File: config.mk
export PLATFORM = sky130hd
export DESIGN_NAME = tx_fc_dllp_decoder
export DESIGN_NICKNAME = d
export VERILOG_FILES = /design/src/rtl/tx_fc_dllp_decoder_pkg.sv /design/src/rtl/tx_fc_dllp_decoder_scaler.sv /design/src/rtl/tx_fc_dllp_decoder.sv
export SDC_FILE = /design/constraint.sdc
export NUM_CORES = 1
export LEC_CHECK = 0
export BUFFER_PORTS_ARGS = -buffer_cell sky130_fd_sc_hd__buf_2
export CAP_MARGIN = 20
export CORE_MARGIN = 4
export CORE_UTILIZATION = 46
export DETAILED_ROUTE_END_ITERATION = 8
export PLACE_DENSITY = 0.69
export SLEW_MARGIN = 10
export SYNTH_ARGS = -nofsm -noshare
export SYNTH_HDL_FRONTEND = slang
export SYNTH_HIERARCHICAL = 1
export SYNTH_SLANG_ARGS = --single-unit
File: constraint.sdc
create_clock -name clk -period 5 [get_ports clk]
set_input_delay 0.5 -clock clk [delete_from_list [all_inputs] [get_ports clk]]
set_output_delay 0.5 -clock clk [all_outputs]
set_load 0.005 [all_outputs]
File: src/rtl/tx_fc_dllp_decoder_pkg.sv
// Shared flow-control types and the Gen5 credit scale helper.
// Used by the transmit-side FC DLLP decoder and the receive-side FC logic.
// Pure declarations, no state.
package tx_fc_dllp_decoder_pkg;

  typedef enum logic [1:0] {
    FC_P   = 2'd0,
    FC_NP  = 2'd1,
    FC_CPL = 2'd2,
    FC_X   = 2'd3
  } FC_type_t;

  typedef enum logic [1:0] {
    DLLP_INIT1  = 2'd0,
    DLLP_INIT2  = 2'd1,
    DLLP_UPDATE = 2'd2,
    DLLP_RSVD   = 2'd3
  } fc_dllp_kind_t;

  typedef enum logic [1:0] {
    FC_INIT1 = 2'd0,
    FC_INIT2 = 2'd1,
    FC_READY = 2'd2
  } fc_init_state_t;

  // Working width of the scale helper; callers cast down to their field width.
  localparam int FC_SCALE_W = 32;

  // Scale 0/1 leave the value alone, 2 multiplies by 4, 3 by 16; the result
  // is masked to 'width' bits so callers see a zero-extended field.
  function automatic logic [FC_SCALE_W-1:0] fc_scale(
    input logic [FC_SCALE_W-1:0] value,
    input logic [1:0]            scale,
    input int                    width
  );
    logic [FC_SCALE_W-1:0] shifted;
    logic [FC_SCALE_W-1:0] mask;
    case (scale)
      2'd2:    shifted = value << 2;
      2'd3:    shifted = value << 4;
      default: shifted = value;
    endcase
    for (int i = 0; i < FC_SCALE_W; i++) begin
      mask[i] = (i < width);
    end
    return shifted & mask;
  endfunction

endpackage

File: src/rtl/tx_fc_dllp_decoder_scaler.sv
// Scales one raw FC credit field and flags a zero (infinite) raw value.
// Purely combinational, zero latency.
// No flow control; output follows input.
module tx_fc_scaler
  import tx_fc_dllp_decoder_pkg::*;
#(
  parameter int RAW_WIDTH = 8,
  parameter int OUT_WIDTH = 12
) (
  input  logic [RAW_WIDTH-1:0] raw,
  input  logic [1:0]           scale,
  output logic [OUT_WIDTH-1:0] scaled,
  output logic                 raw_zero
);

  // Scale and zero-extend; a raw value of zero advertises infinite credit.
  always_comb begin
    scaled   = OUT_WIDTH'(fc_scale(FC_SCALE_W'(raw), scale, OUT_WIDTH));
    raw_zero = (raw == '0);
  end

endmodule

File: src/rtl/tx_fc_dllp_decoder.sv
// Decodes InitFC1/InitFC2/UpdateFC DLLPs into Tx_FC credit-limit updates and runs FC init.
// One cycle from accepted DLLP to TypeFC/HdrFC/DataFC; status flags registered alongside.
// No backpressure: every presented DLLP is consumed in the cycle it is valid.
module tx_fc_dllp_decoder
  import tx_fc_dllp_decoder_pkg::*;
#(
  parameter int FC_HDR_WIDTH  = 12,
  parameter int FC_DATA_WIDTH = 16,
  parameter int INIT_TIMEOUT  = 4096
) (
  input  logic                     clk,
  input  logic                     arst,
  input  logic                     dllp_valid,
  input  logic [1:0]               dllp_kind,
  input  logic [1:0]               dllp_type,
  input  logic [1:0]               dllp_hdr_scale,
  input  logic [1:0]               dllp_data_scale,
  input  logic [7:0]               dllp_hdr_fc,
  input  logic [11:0]              dllp_data_fc,
  output logic [1:0]               TypeFC,
  output logic [FC_HDR_WIDTH-1:0]  HdrFC,
  output logic [FC_DATA_WIDTH-1:0] DataFC,
  output logic                     fc_init_done,
  output logic [2:0]               hdr_inf,
  output logic [2:0]               data_inf,
  output logic                     fc_init_timeout,
  output logic                     fc_proto_err
);

  localparam int CNT_W = $clog2(INIT_TIMEOUT + 1);

  fc_init_state_t           state_q, state_d;
  logic [2:0]               mask_q, mask_d;
  logic [CNT_W-1:0]         cnt_q, cnt_d;
  logic                     timeout_q, timeout_d;
  FC_type_t                 type_q, type_d;
  logic [FC_HDR_WIDTH-1:0]  hdr_q, hdr_d;
  logic [FC_DATA_WIDTH-1:0] data_q, data_d;
  logic [2:0]               hdr_inf_q, hdr_inf_d;
  logic [2:0]               data_inf_q, data_inf_d;
  logic                     err_q, err_d;

  logic [FC_HDR_WIDTH-1:0]  hdr_scaled;
  logic [FC_DATA_WIDTH-1:0] data_scaled;
  logic                     hdr_zero, data_zero;
  logic                     do_update;
  fc_dllp_kind_t            kind;
  FC_type_t                 in_type;
  logic [2:0]               type_oh;

  tx_fc_scaler #(.RAW_WIDTH(8), .OUT_WIDTH(FC_HDR_WIDTH)) u_hdr_scaler (
    .raw      (dllp_hdr_fc),
    .scale    (dllp_hdr_scale),
    .scaled   (hdr_scaled),
    .raw_zero (hdr_zero)
  );

  tx_fc_scaler #(.RAW_WIDTH(12), .OUT_WIDTH(FC_DATA_WIDTH)) u_data_scaler (
    .raw      (dllp_data_fc),
    .scale    (dllp_data_scale),
    .scaled   (data_scaled),
    .raw_zero (data_zero)
  );

  // FC_X shifts the one-hot out entirely, so it never matches a mask bit.
  assign kind    = fc_dllp_kind_t'(dllp_kind);
  assign in_type = FC_type_t'(dllp_type);
  assign type_oh = 3'b001 << dllp_type;

  // Next-state, credit forwarding, infinite tracking and error detection.
  always_comb begin
    state_d    = state_q;
    mask_d     = mask_q;
    cnt_d      = cnt_q;
    timeout_d  = timeout_q;
    type_d     = FC_X;
    hdr_d      = hdr_q;
    data_d     = data_q;
    hdr_inf_d  = hdr_inf_q;
    data_inf_d = data_inf_q;
    err_d      = 1'b0;
    do_update  = 1'b0;

    // The wait for InitFC1 is bounded only by a sticky flag; the FSM keeps waiting.
    if (state_q == FC_INIT1 && cnt_q != CNT_W'(INIT_TIMEOUT)) begin
      cnt_d = cnt_q + CNT_W'(1);
    end
    timeout_d = timeout_q | (cnt_d == CNT_W'(INIT_TIMEOUT));

    if (dllp_valid) begin
      if (in_type == FC_X) begin
        err_d = 1'b1;
      end else begin
        case (state_q)
          FC_INIT1: begin
            if (kind == DLLP_INIT1) begin
              // Repeated InitFC1 for a recorded type is normal retransmission.
              if ((mask_q & type_oh) == 3'b000) begin
                mask_d = mask_q | type_oh;
                type_d = in_type;
                hdr_d  = hdr_scaled;
                data_d = data_scaled;
                if (hdr_zero)  hdr_inf_d  = hdr_inf_q | type_oh;
                if (data_zero) data_inf_d = data_inf_q | type_oh;
              end
            end else begin
              err_d = 1'b1;
            end
          end
          FC_INIT2: begin
            if (kind == DLLP_INIT2) begin
              state_d = FC_READY;
            end else if (kind == DLLP_UPDATE) begin
              state_d   = FC_READY;
              do_update = 1'b1;
            end
          end
          FC_READY: begin
            if (kind == DLLP_UPDATE) do_update = 1'b1;
          end
          default: state_d = FC_INIT1;
        endcase
      end
    end

    // An infinite field keeps its limit; a nonzero value there is a protocol error.
    if (do_update) begin
      type_d = in_type;
      if ((hdr_inf_q & type_oh) != 3'b000) begin
        if (!hdr_zero) err_d = 1'b1;
      end else begin
        hdr_d = hdr_scaled;
      end
      if ((data_inf_q & type_oh) != 3'b000) begin
        if (!data_zero) err_d = 1'b1;
      end else begin
        data_d = data_scaled;
      end
    end

    if (state_q == FC_INIT1 && mask_d == 3'b111) begin
      state_d = FC_INIT2;
    end
  end

  // State and output registers, cleared asynchronously.
  always_ff @(posedge clk or posedge arst) begin
    if (arst) begin
      state_q    <= FC_INIT1;
      mask_q     <= 3'b000;
      cnt_q      <= '0;
      timeout_q  <= 1'b0;
      type_q     <= FC_X;
      hdr_q      <= '0;
      data_q     <= '0;
      hdr_inf_q  <= 3'b000;
      data_inf_q <= 3'b000;
      err_q      <= 1'b0;
    end else begin
      state_q    <= state_d;
      mask_q     <= mask_d;
      cnt_q      <= cnt_d;
      timeout_q  <= timeout_d;
      type_q     <= type_d;
      hdr_q      <= hdr_d;
      data_q     <= data_d;
      hdr_inf_q  <= hdr_inf_d;
      data_inf_q <= data_inf_d;
      err_q      <= err_d;
    end
  end

  assign TypeFC          = type_q;
  assign HdrFC           = hdr_q;
  assign DataFC          = data_q;
  assign fc_init_done    = (state_q == FC_READY);
  assign hdr_inf         = hdr_inf_q;
  assign data_inf        = data_inf_q;
  assign fc_init_timeout = timeout_q;
  assign fc_proto_err    = err_q;

endmodule

==> summary.txt, run 1 <==
Setup path
  • Crit path max-delay family: compound AO/OA/AOI/OAI gates
  • R2R Setup Slk: 2.23 ns
  • Worst Path Max Fanout: 16
  • Crit path required time: 5.20 ns
  • Reg2reg start: state_q[1]
  • Kind of critical path: register to register
  • CP startpoint kind: register
  • WP data arrival: 2.97 ns
  • CP max-delay cell: o22ai_2
  • Worst Reg-to-Reg Cells: 7
  • Critical Path End Type: register
  • Reg2reg end: DataFC[0]
  • CP cell instances: inv_1 > ha_1 > nand3_2 > a21oi_1 > o21ai_1 > o22ai_2 > mux2_2
  • Critical path's largest stage delay: 0.82 ns
  • Worst path bufs/invs: 1

Power
  • Clock network power share: 0.172
  • Combinational power share: 0.361
  • Switching share of power: 0.335
  • Internal power: 991 uW
  • Lkg Pwr: 0.00186 uW
  • Pwr Total: 1490 uW
  • Sequential power share: 0.467
  • Switching power: 499 uW
  • Worst vdd ir: 0.224 mV
  • PD cells: 412 mW/mm2

Die
  • I/O pin count: 70
  • Row Count: 29
  • DIE AREA: 0.00828 mm2
  • Die Height: 91.0 um
  • Die Width: 91.0 um
  • Core area: 0.00653 mm2
  • Initial core utilization: 0.485

Clock tree
  • Hold_buf cts: 0
  • Clock transition at path regs: 0.11 ns
  • Post-CTS setup buffer count: 0
  • CTS H-tree lvls: 2
  • Clock buffer depth: 2
  • Num CTS Buffers: 5
  • Post-CTS Resized: 0
  • Cell at the root of the clock tree: clkbuf_8
  • CTS tree: yes
  • Clk Latency, worst-skew pair: 0.31 ns
  • CTS Sinks: 56

Drt
  • Initial DRC count: 115
  • Top sig layer: met4
  • Routed length per placed instance: 15.0 um
  • Antenna viol nets, final: 0
  • Drt first pass iters: 4
  • WL final: 6430 um
  • Met1 WL: 3000 um
  • Met2 WL: 3080 um
  • Met3 WL: 287 um
  • Via-to-Cell Ratio: 5.39
  • DR vias: 2,318
  • Remaining DRCs: 0

Cells and area
  • Footprint of the multi-input gates: 0.00160 mm2
  • Diodes inserted: 0
  • Area Growth Syn to Fin: 13.9%
  • Filler cells: 594
  • Layout cells sized above 1: 0.348
  • Final net count: 391
  • Fin util: 0.553
  • Reg area: 0.00140 mm2

Yosys
  • Register area share after synthesis: 0.443
  • Yosys top cell area share: 0.426
  • Commonest cells post-synth: dfrtp_1 (54), nor2_1 (22), mux2i_1 (19)
  • Async SR Flop Fraction: 1.00
  • Cell Area, Synth: 0.00317 mm2
  • Post-synthesis mux area share: 0.171
  • Mean post-synth cell area: 11.0 um2
  • Synth Net Count: 326
  • Number of synthesized flops with an enable pin: 0
  • Most numerous cell in the Yosys netlist: dfrtp_1
  • Mapped Cells: 287
  • Largest family of logic cells by synthesized area: multiplexers
  • Synth Area in Simple Gates: 0.155
  • Compound-Gate Fraction of Synth Area: 0.111
  • XOR/XNOR Fraction of Synth Area: 0.0359
  • Cell taking the most area after synthesis: dfrtp_1
  • Ranking of synthesized cells by area: dfrtp_1 (43%), mux2_2 (6.4%), mux2i_1 (6.0%), mux2_4 (4.7%), ha_1 (3.2%)
  • Yosys reg bits: 56
  • Distinct cells, synth: 51
  • Synth Area in Adders: 0.0316
  • Synth warnings: 6
  • Most used flip-flop cell after synthesis: dfrtp_1

Global route
  • Global route overflow: 0
  • Total GRT Usage: 0.163
  • First-pass GRT wire length: 11,200 um
  • Initial antenna violation count: 0
  • Largest net degree at the start of global routing: 57
  • Vias in the first global route: 2,307

Timing
  • Clock Skew: 0.0132 ns
  • Number of hold violations in the final report: 0
  • Worst-Margin Slew: 1.03 ns
  • Crit share post-route: 0.555
  • RSZ-0062 raised after global routing: no
  • Fin. max-slew vios: 0
  • Setup TNS: 0 ns
  • Fin crit period: 2.77 ns
  • Relative slew slack: 0.315
  • Final setup fails: 0
  • Fmax achieved: 0.361 GHz

Job
  • Number of max-cap violations: 0

Placement
  • Gpl congestion: 0.830
  • DP HPWL: 4840 um
  • Port bufs: 69

Hold path
  • Hold Path Class: input port to async pin

Status
  • Outcome: finished, final reports clean
==> placed cells by master, fill, tap and decap left out, drive strengths merged, types with 3 or more instances in the layout <==
cell,count
a21oi,15
mux2i,19
o31ai,3
xnor2,10
a22o,4
xor2,3
nor4,7
buf,71
clkbuf,5
nor2b,8
mux2,28
nand2,13
dfrtp,54
nand4,7
a21o,6
ha,8
inv,17
nor2,22
and3,8
o21ai,10
and2,5
nand3,4
==> flip-flops by register name (all words and copies together), names as in the netlist <==
register         cells
TypeFC               2
fc_proto_err         1
fc_init_timeout      1
cnt_q               13
data_inf             3
HdrFC               12
hdr_inf              3
mask_q               3
state_q              2
DataFC              16
==> per-layer routing <==
layer / track usage / vias to the layer above
met5: 0 / -
met4: 0.0528 / 0
met3: 0.0413 / 4
met2: 0.259 / 49
met1: 0.220 / 1113
li1: - / 1152
==> worst register-to-register path, cell delays in order (launching register included) <==
cell	delay, ns
dfrtp_1	0.41
inv_1	0.13
ha_1	0.39
nand3_2	0.17
a21oi_1	0.18
o21ai_1	0.14
o22ai_2	0.82
mux2_2	0.42
==> power groups by stage <==
| stage | Clock, uW | Combinational [uW] | Sequential [uW] |
|---|---|---|---|
| after floorplan | 0 | 354 | 700 |
| after global placement | 0 | 529 | 702 |
| after detailed placement | 0 | 544 | 705 |
| after CTS | 267 | 545 | 699 |
| after global routing | 288 | 603 | 720 |
| final | 256 | 538 | 696 |
==> how the worst max path moves through the flow <==
| stage | from | slack, ns | cells after the start | end |
|---|---|---|---|---|
| floorplan | dllp_kind[0] | 2.96 | 8 | DataFC[10] |
| global placement | state_q[1] | 2.28 | 7 | HdrFC[1] |
| detailed placement | state_q[1] | 2.15 | 7 | HdrFC[0] |
| CTS | state_q[1] | 2.12 | 7 | HdrFC[0] |
| global route | state_q[1] | 1.91 | 7 | DataFC[0] |
| finish | state_q[1] | 2.23 | 7 | DataFC[0] |
==> per-stage QoR <==
stage / worst slack [ns] / hold slack (ns) / instance area [um2] / instances
floorplan: 2.96 / 0.451 / 3170 / 287
global placement: 2.28 / 0.461 / 3510 / 421
CTS: 2.12 / 0.393 / 3600 / 429
detailed placement: 2.15 / 0.458 / 3510 / 421
global route: 1.91 / 0.423 / 3610 / 430
finish: 2.23 / 0.361 / 3610 / 430
==> cell families after synthesis <==
group	count (synthesis)
AOI/OAI and AO/OA	50
xor gates and xnor gates	13
adders and majority gates	8
buffers and inverters	29
DFF	56
muxes	47
and+or+nand+nor	84
==> cell type report <==
cell class                 count  share of cell area
clock buffer                   5              0.0191
clock inverter                 3             0.00624
inverter                      16              0.0166
multi-input combinational    202               0.443
sequential                    56               0.389
tap                           77              0.0267
timing repair buffer          71              0.0998
No activity file was read; power rests on OpenSTA's default activity.
==> run 2: changes to the inputs <==
==> constraint.sdc (replaced) <==
create_clock -name clk -period 2.7 [get_ports clk]
set_input_delay 0.27 -clock clk [delete_from_list [all_inputs] [get_ports clk]]
set_output_delay 0.27 -clock clk [all_outputs]
set_load 0.005 [all_outputs]
==> run 2 against run 1 <==
Register-to-register slack worse by 1.7 ns; hold slack got worse by 0.32 ns; first-iteration DRC count decreased by 28%; critical path depth increased by 1; clock power rose to 2.5 times the previous value; power grew 99%; maximum frequency up 29%; combinational power is 91% higher; wire length is 2.8% higher; sequential share of layout area shrank 0.68 points; global-route usage rose by 0.064 points; sequential power is 85% higher; critical endpoint is now DataFC[15]; largest cell class unchanged; highest routed layer unchanged.
==> summary.txt, run 2 (synthesis gave the netlist of run 1 again) <==
Status
  • Outcome: finished, final reports clean

Die
  • Core area: 0.00653 mm2
  • Initial core utilization: 0.485
  • I/O pin count: 70
  • DIE AREA: 0.00828 mm2
  • Die Width: 91.0 um
  • Row Count: 29
  • Die Height: 91.0 um

Drt
  • WL final: 6620 um
  • Via-to-Cell Ratio: 5.45
  • Drt first pass iters: 4
  • DR vias: 2,358
  • Antenna viol nets, final: 0
  • Initial DRC count: 83
  • Remaining DRCs: 0
  • Routed length per placed instance: 15.3 um

Setup path
  • Kind of critical path: register to register
  • CP cell instances: inv_1 > ha_1 > nand3_2 > a21oi_1 > o21ai_1 > o22ai_2 > buf_4 > mux2_2
  • Critical Path End Type: register
  • WP data arrival: 2.35 ns
  • CP startpoint kind: register
  • Worst Path Max Fanout: 16
  • Crit path required time: 2.90 ns
  • Critical path's largest stage delay: 0.41 ns
  • CP max-delay cell: dfrtp_1

Global route
  • Initial antenna violation count: 0
  • Vias in the first global route: 2,386
  • Largest net degree at the start of global routing: 34
  • First-pass GRT wire length: 11,300 um
  • Global route overflow: 0
  • Total GRT Usage: 0.164

Cells and area
  • Fin util: 0.563
  • Most frequent cells in the layout: buf_2 (69), dfrtp_1 (54), nor2_1 (22)
  • Filler cells: 576
  • Layout cells sized above 1: 0.351
  • Area Growth Syn to Fin: 15.9%
  • Most common cell after layout, fill and taps aside: buf_2
  • Final net count: 394
  • Reg area: 0.00140 mm2
  • Diodes inserted: 0
  • Footprint of the multi-input gates: 0.00160 mm2
  • Max reg flops: 16

Power
  • Switching share of power: 0.314
  • PD cells: 806 mW/mm2
  • Internal power: 2030 uW
  • Combinational power share: 0.347
  • Clock network power share: 0.218
  • Lkg Pwr: 0.00189 uW
  • Worst vdd ir: 0.506 mV
  • Switching power: 929 uW
  • Sequential power share: 0.435

Timing
  • Relative slew slack: 0.550
  • Crit share post-route: 0.795
  • RSZ-0062 raised after global routing: no
  • Number of hold violations in the final report: 0
  • Worst-Margin Slew: 0.673 ns
  • Final setup fails: 0
  • Clock Skew: 0.0117 ns
  • Fin. max-slew vios: 0
  • Fin crit period: 2.15 ns
  • Fmax achieved: 0.466 GHz
  • Setup TNS: 0 ns

Clock tree
  • Post-CTS setup buffer count: 0
  • Cell at the root of the clock tree: clkbuf_8
  • Clock transition at path regs: 0.10 ns
  • Post-CTS Resized: 0
  • Hold_buf cts: 0
  • Clock buffer depth: 2
  • CTS H-tree lvls: 2
  • CTS tree: yes
  • Clk Latency, worst-skew pair: 0.32 ns
  • CTS Sinks: 56
  • Num CTS Buffers: 5

Job
  • Number of max-cap violations: 0

Placement
  • DP HPWL: 5040 um
  • Gpl congestion: 0.839
  • Port bufs: 69

Hold path
  • Hold Path Class: input port to async pin
==> run 2: changes by cell type in the layout (fill, tap and decap cells not counted), sizes merged <==
cell    previous run  this run
buf               71        74
bufinv             0         2
clkinv             2         0
clkbuf             5         6
inv               17        16
==> run 2: worst max-delay path: cells and delay by family (launching register included) <==
kind,cells,cell delay [ns]
multiplexers,1,0.37
adder cells (fa/ha/maj),1,0.20
AND/OR/NAND/NOR,1,0.13
flip-flops,1,0.41
AO/OA/AOI/OAI,3,0.49
buffers and inverters,2,0.42
==> run 2: metrics by stage <==
| step | setup WS, ns | hold WS, ns | power, uW | cell area, um2 | cells |
|---|---|---|---|---|---|
| after floorplan | 0.717 | 0.387 | 1950 | 3170 | 287 |
| after global placement | 0.692 | 0.408 | 2300 | 3540 | 425 |
| after detailed placement | 0.608 | 0.422 | 2340 | 3540 | 425 |
| after CTS | 0.567 | 0.0712 | 2980 | 3670 | 433 |
| after global routing | 0.364 | 0.103 | 3170 | 3670 | 433 |
| final | 0.553 | 0.0407 | 2960 | 3670 | 433 |
==> run 2: worst paths after layout <==
check	startpoint	end	slack, ns	cells after the start
max	state_q[1]	DataFC[15]	0.55	8
min	arst	DataFC[7]	0.04	2
max reg2reg	state_q[1]	DataFC[15]	0.55	8
min reg2reg	fc_init_timeout	fc_init_timeout	0.48	1
max in group asynchronous	arst	TypeFC[0]	1.93	3
min in group clk	dllp_valid	fc_proto_err	0.22	3
==> run 2: per-layer routing <==
metal,routed length (um),track usage,vias up
li1,-,-,1153
met3,361,0.0463,9
met1,2930,0.207,1143
met4,76,0.0415,0
met5,0,0,-
met2,3250,0.278,53
==> run 2: layout make-up <==
cell class                      instances  area share
Multi-Input combinational cell        202       0.435
Inverter                               16      0.0163
Clock buffer                            6      0.0197
Tap cell                               77      0.0262
Clock inverter                          2      0.0163
Timing Repair Buffer                   74       0.104
Sequential cell                        56       0.382
==> run 2: power groups by stage <==
stage	sequential, uW	clock, uW	combinational (uW)
finish	1290	645	1030
global route	1330	699	1140
CTS	1290	657	1040
detailed placement	1300	0	1040
global placement	1300	0	998
floorplan	1300	0	655
==> run 3: changes to the inputs <==
--- a/config.mk
+++ b/config.mk
@@ -5,6 +5,7 @@
 export SDC_FILE = /design/constraint.sdc
 export NUM_CORES = 1
 export LEC_CHECK = 0
+export ABC_AREA = 1
 export BUFFER_PORTS_ARGS = -buffer_cell sky130_fd_sc_hd__buf_2
 export CAP_MARGIN = 20
 export CORE_MARGIN = 4
==> constraint.sdc (replaced) <==
create_clock -name clk -period 2.2 [get_ports clk]
set_input_delay 0.22 -clock clk [delete_from_list [all_inputs] [get_ports clk]]
set_output_delay 0.22 -clock clk [all_outputs]
set_load 0.005 [all_outputs]
==> run 3 against run 2 <==
Sequential power grew 23%; critical endpoint is now DataFC[5]; highest routed layer unchanged; maximum frequency grew 9.6%; global-route usage grew 2.2 points; clock skew shrank 0.0069 ns; power grew 21%; critical path depth grew 2; core utilization shrank 0.79 points.
==> summary.txt, run 3 <==
Timing
  • Relative slew slack: 0.544
  • Crit share post-route: 0.891
  • RSZ-0062 raised after global routing: no
  • Fin crit period: 1.96 ns
  • Final setup fails: 0
  • Clock Skew: 0.00477 ns
  • Number of hold violations in the final report: 0
  • Setup TNS: 0 ns
  • Fin. max-slew vios: 0
  • Worst-Margin Slew: 0.684 ns
  • Fmax achieved: 0.510 GHz

Setup path
  • Critical path's largest stage delay: 0.41 ns
  • Most common cell on crit path: inv_1
  • CP max-delay cell: dfrtp_1
  • Critical Path End Type: register
  • Reg2reg start: state_q[0]
  • WP data arrival: 2.15 ns
  • Crit path required time: 2.39 ns
  • CP cell instances: inv_1 > ha_1 > inv_2 > nor2_1 > inv_1 > nor3_4 > nand2_2 > buf_4 > nand3_1 > nand2_1
  • R2R Setup Slk: 0.24 ns
  • Crit path max-delay family: simple AND/OR/NAND/NOR gates
  • Worst Path Max Fanout: 21
  • CP startpoint kind: register
  • Worst path bufs/invs: 4
  • Worst Reg-to-Reg Cells: 10
  • Kind of critical path: register to register
  • Reg2reg end: DataFC[5]

Power
  • Sequential power share: 0.443
  • Worst vdd ir: 0.568 mV
  • Switching power: 1380 uW
  • Switching share of power: 0.384
  • PD cells: 938 mW/mm2
  • Internal power: 2210 uW
  • Combinational power share: 0.401
  • Clock network power share: 0.156
  • Lkg Pwr: 0.00213 uW

Clock tree
  • CTS tree: yes
  • Cell at the root of the clock tree: clkbuf_8
  • Clk Latency, worst-skew pair: 0.30 ns
  • CTS Sinks: 56
  • Clock buffer depth: 2
  • Num CTS Buffers: 5
  • Clock transition at path regs: 0.09 ns
  • Hold_buf cts: 0
  • CTS H-tree lvls: 2

Die
  • Die Height: 93.2 um
  • I/O pin count: 70
  • Die Width: 93.2 um
  • DIE AREA: 0.00868 mm2
  • Row Count: 30
  • Initial core utilization: 0.483
  • Core area: 0.00691 mm2

Global route
  • Total GRT Usage: 0.186
  • Initial antenna violation count: 0
  • First-pass GRT wire length: 13,300 um
  • Largest net degree at the start of global routing: 57
  • Vias in the first global route: 3,016
  • Global route overflow: 0

Drt
  • DR vias: 3,121
  • Routed length per placed instance: 12.1 um
  • Initial DRC count: 136
  • Antenna viol nets, final: 0
  • Remaining DRCs: 0
  • WL final: 7670 um
  • Via-to-Cell Ratio: 4.92
  • Drt first pass iters: 4

Yosys
  • Synth Net Count: 508
  • Yosys top cell area share: 0.405
  • Async SR Flop Fraction: 1.00
  • Mapped Cells: 469
  • Yosys reg bits: 56
  • Ranking of synthesized cells by area: dfrtp_1 (41%), nand2_1 (19%), nand3_1 (8.0%), inv_1 (6.2%), nor2_1 (6.0%)
  • Most numerous cell in the Yosys netlist: nand2_1
  • Mean post-synth cell area: 7.11 um2
  • Commonest cells post-synth: nand2_1 (168), inv_1 (55), dfrtp_1 (54)
  • Cell taking the most area after synthesis: dfrtp_1
  • Distinct cells, synth: 29
  • Most used flip-flop cell after synthesis: dfrtp_1
  • Synth warnings: 6
  • Cell Area, Synth: 0.00334 mm2
  • Number of synthesized flops with an enable pin: 0
  • Register area share after synthesis: 0.421

Hold path
  • Hold Path Class: input port to async pin

Cells and area
  • Fin util: 0.555
  • Area Growth Syn to Fin: 14.9%
  • Final net count: 576
  • Filler cells: 711
  • Most common cell after layout, fill and taps aside: nand2_1
  • Diodes inserted: 0
  • Max reg flops: 16
  • Layout cells sized above 1: 0.184
  • Most frequent cells in the layout: nand2_1 (166), buf_2 (69), dfrtp_1 (54), inv_1 (54)

Placement
  • Port bufs: 69
  • DP HPWL: 5920 um
  • Gpl congestion: 0.910

Status
  • Outcome: finished, final reports clean

Job
  • Number of max-cap violations: 0
==> run 3: per-stage QoR <==
stage	power (uW)	instances	hold slack (ns)	cell area [um2]	setup slack, ns
2_1_floorplan	2580	469	0.336	3340	0.436
3_3_place_gp	3020	626	0.454	3740	0.262
3_5_place_dp	3060	626	0.449	3740	0.196
4_1_cts	3630	634	0.123	3830	0.161
5_1_grt	3930	634	0.154	3830	0.0366
6_report	3590	634	0.0914	3830	0.240
==> run 3: kinds of logic (layout without fill, tap and decap cells) <==
family                     count (synthesis)  count (layout)  share of synthesized area
adders and majority gates                  8               8                     0.0300
DFF                                       56              56                      0.421
and+or+nand+nor                          288             288                      0.360
AOI/OAI and AO/OA                         38              38                     0.0743
xor gates and xnor gates                   7               7                     0.0184
buffers and inverters                     72             141                     0.0960
==> run 3: how the worst max path moves through the flow <==
stage / start / to / slack, ns / cells past startpoint
global placement: state_q[0] / HdrFC[0] / 0.26 / 10
CTS: state_q[0] / HdrFC[11] / 0.16 / 10
detailed placement: state_q[0] / HdrFC[11] / 0.20 / 10
floorplan: state_q[0] / HdrFC[10] / 0.44 / 12
global route: state_q[0] / DataFC[11] / 0.04 / 10
finish: state_q[0] / DataFC[5] / 0.24 / 10
==> run 3: layout make-up <==
type / instances / area, um2 / share of cell area
timing repair buffer: 73 / 375 / 0.0980
inverter: 60 / 225 / 0.0588
multi-input combinational: 341 / 1620 / 0.422
clock buffer: 8 / 90.1 / 0.0235
tap: 96 / 120 / 0.0314
sequential: 56 / 1400 / 0.366
==> run 3: tightest hold or removal path, cell delays in order <==
cell   delay [ns]
buf_2        0.10
inv_2        0.03
buf_4        0.54
==> run 3: per-layer routing <==
layer	up-vias	part of all wire	track usage
li1	1606	-	-
met1	1434	0.47	0.239
met2	76	0.48	0.326
met3	5	0.044	0.0330
met4	0	0.0063	0.0391
met5	-	0	0
==> run 3: power by group through the flow <==
stage          registers, uW  logic, uW  clock network, uW
6_report                1590       1440                559
3_5_place_dp            1610       1450                  0
2_1_floorplan           1590        988                  0
3_3_place_gp            1600       1420                  0
4_1_cts                 1600       1450                585
5_1_grt                 1650       1660                624
==> run 3: repair_timing <==
item                                    in CTS  in global routing
endpoints found under the hold margin        0                  0
gates resized for setup                      0                  2
setup buffers                                0                  0
endpoints found under the setup margin       0                 13
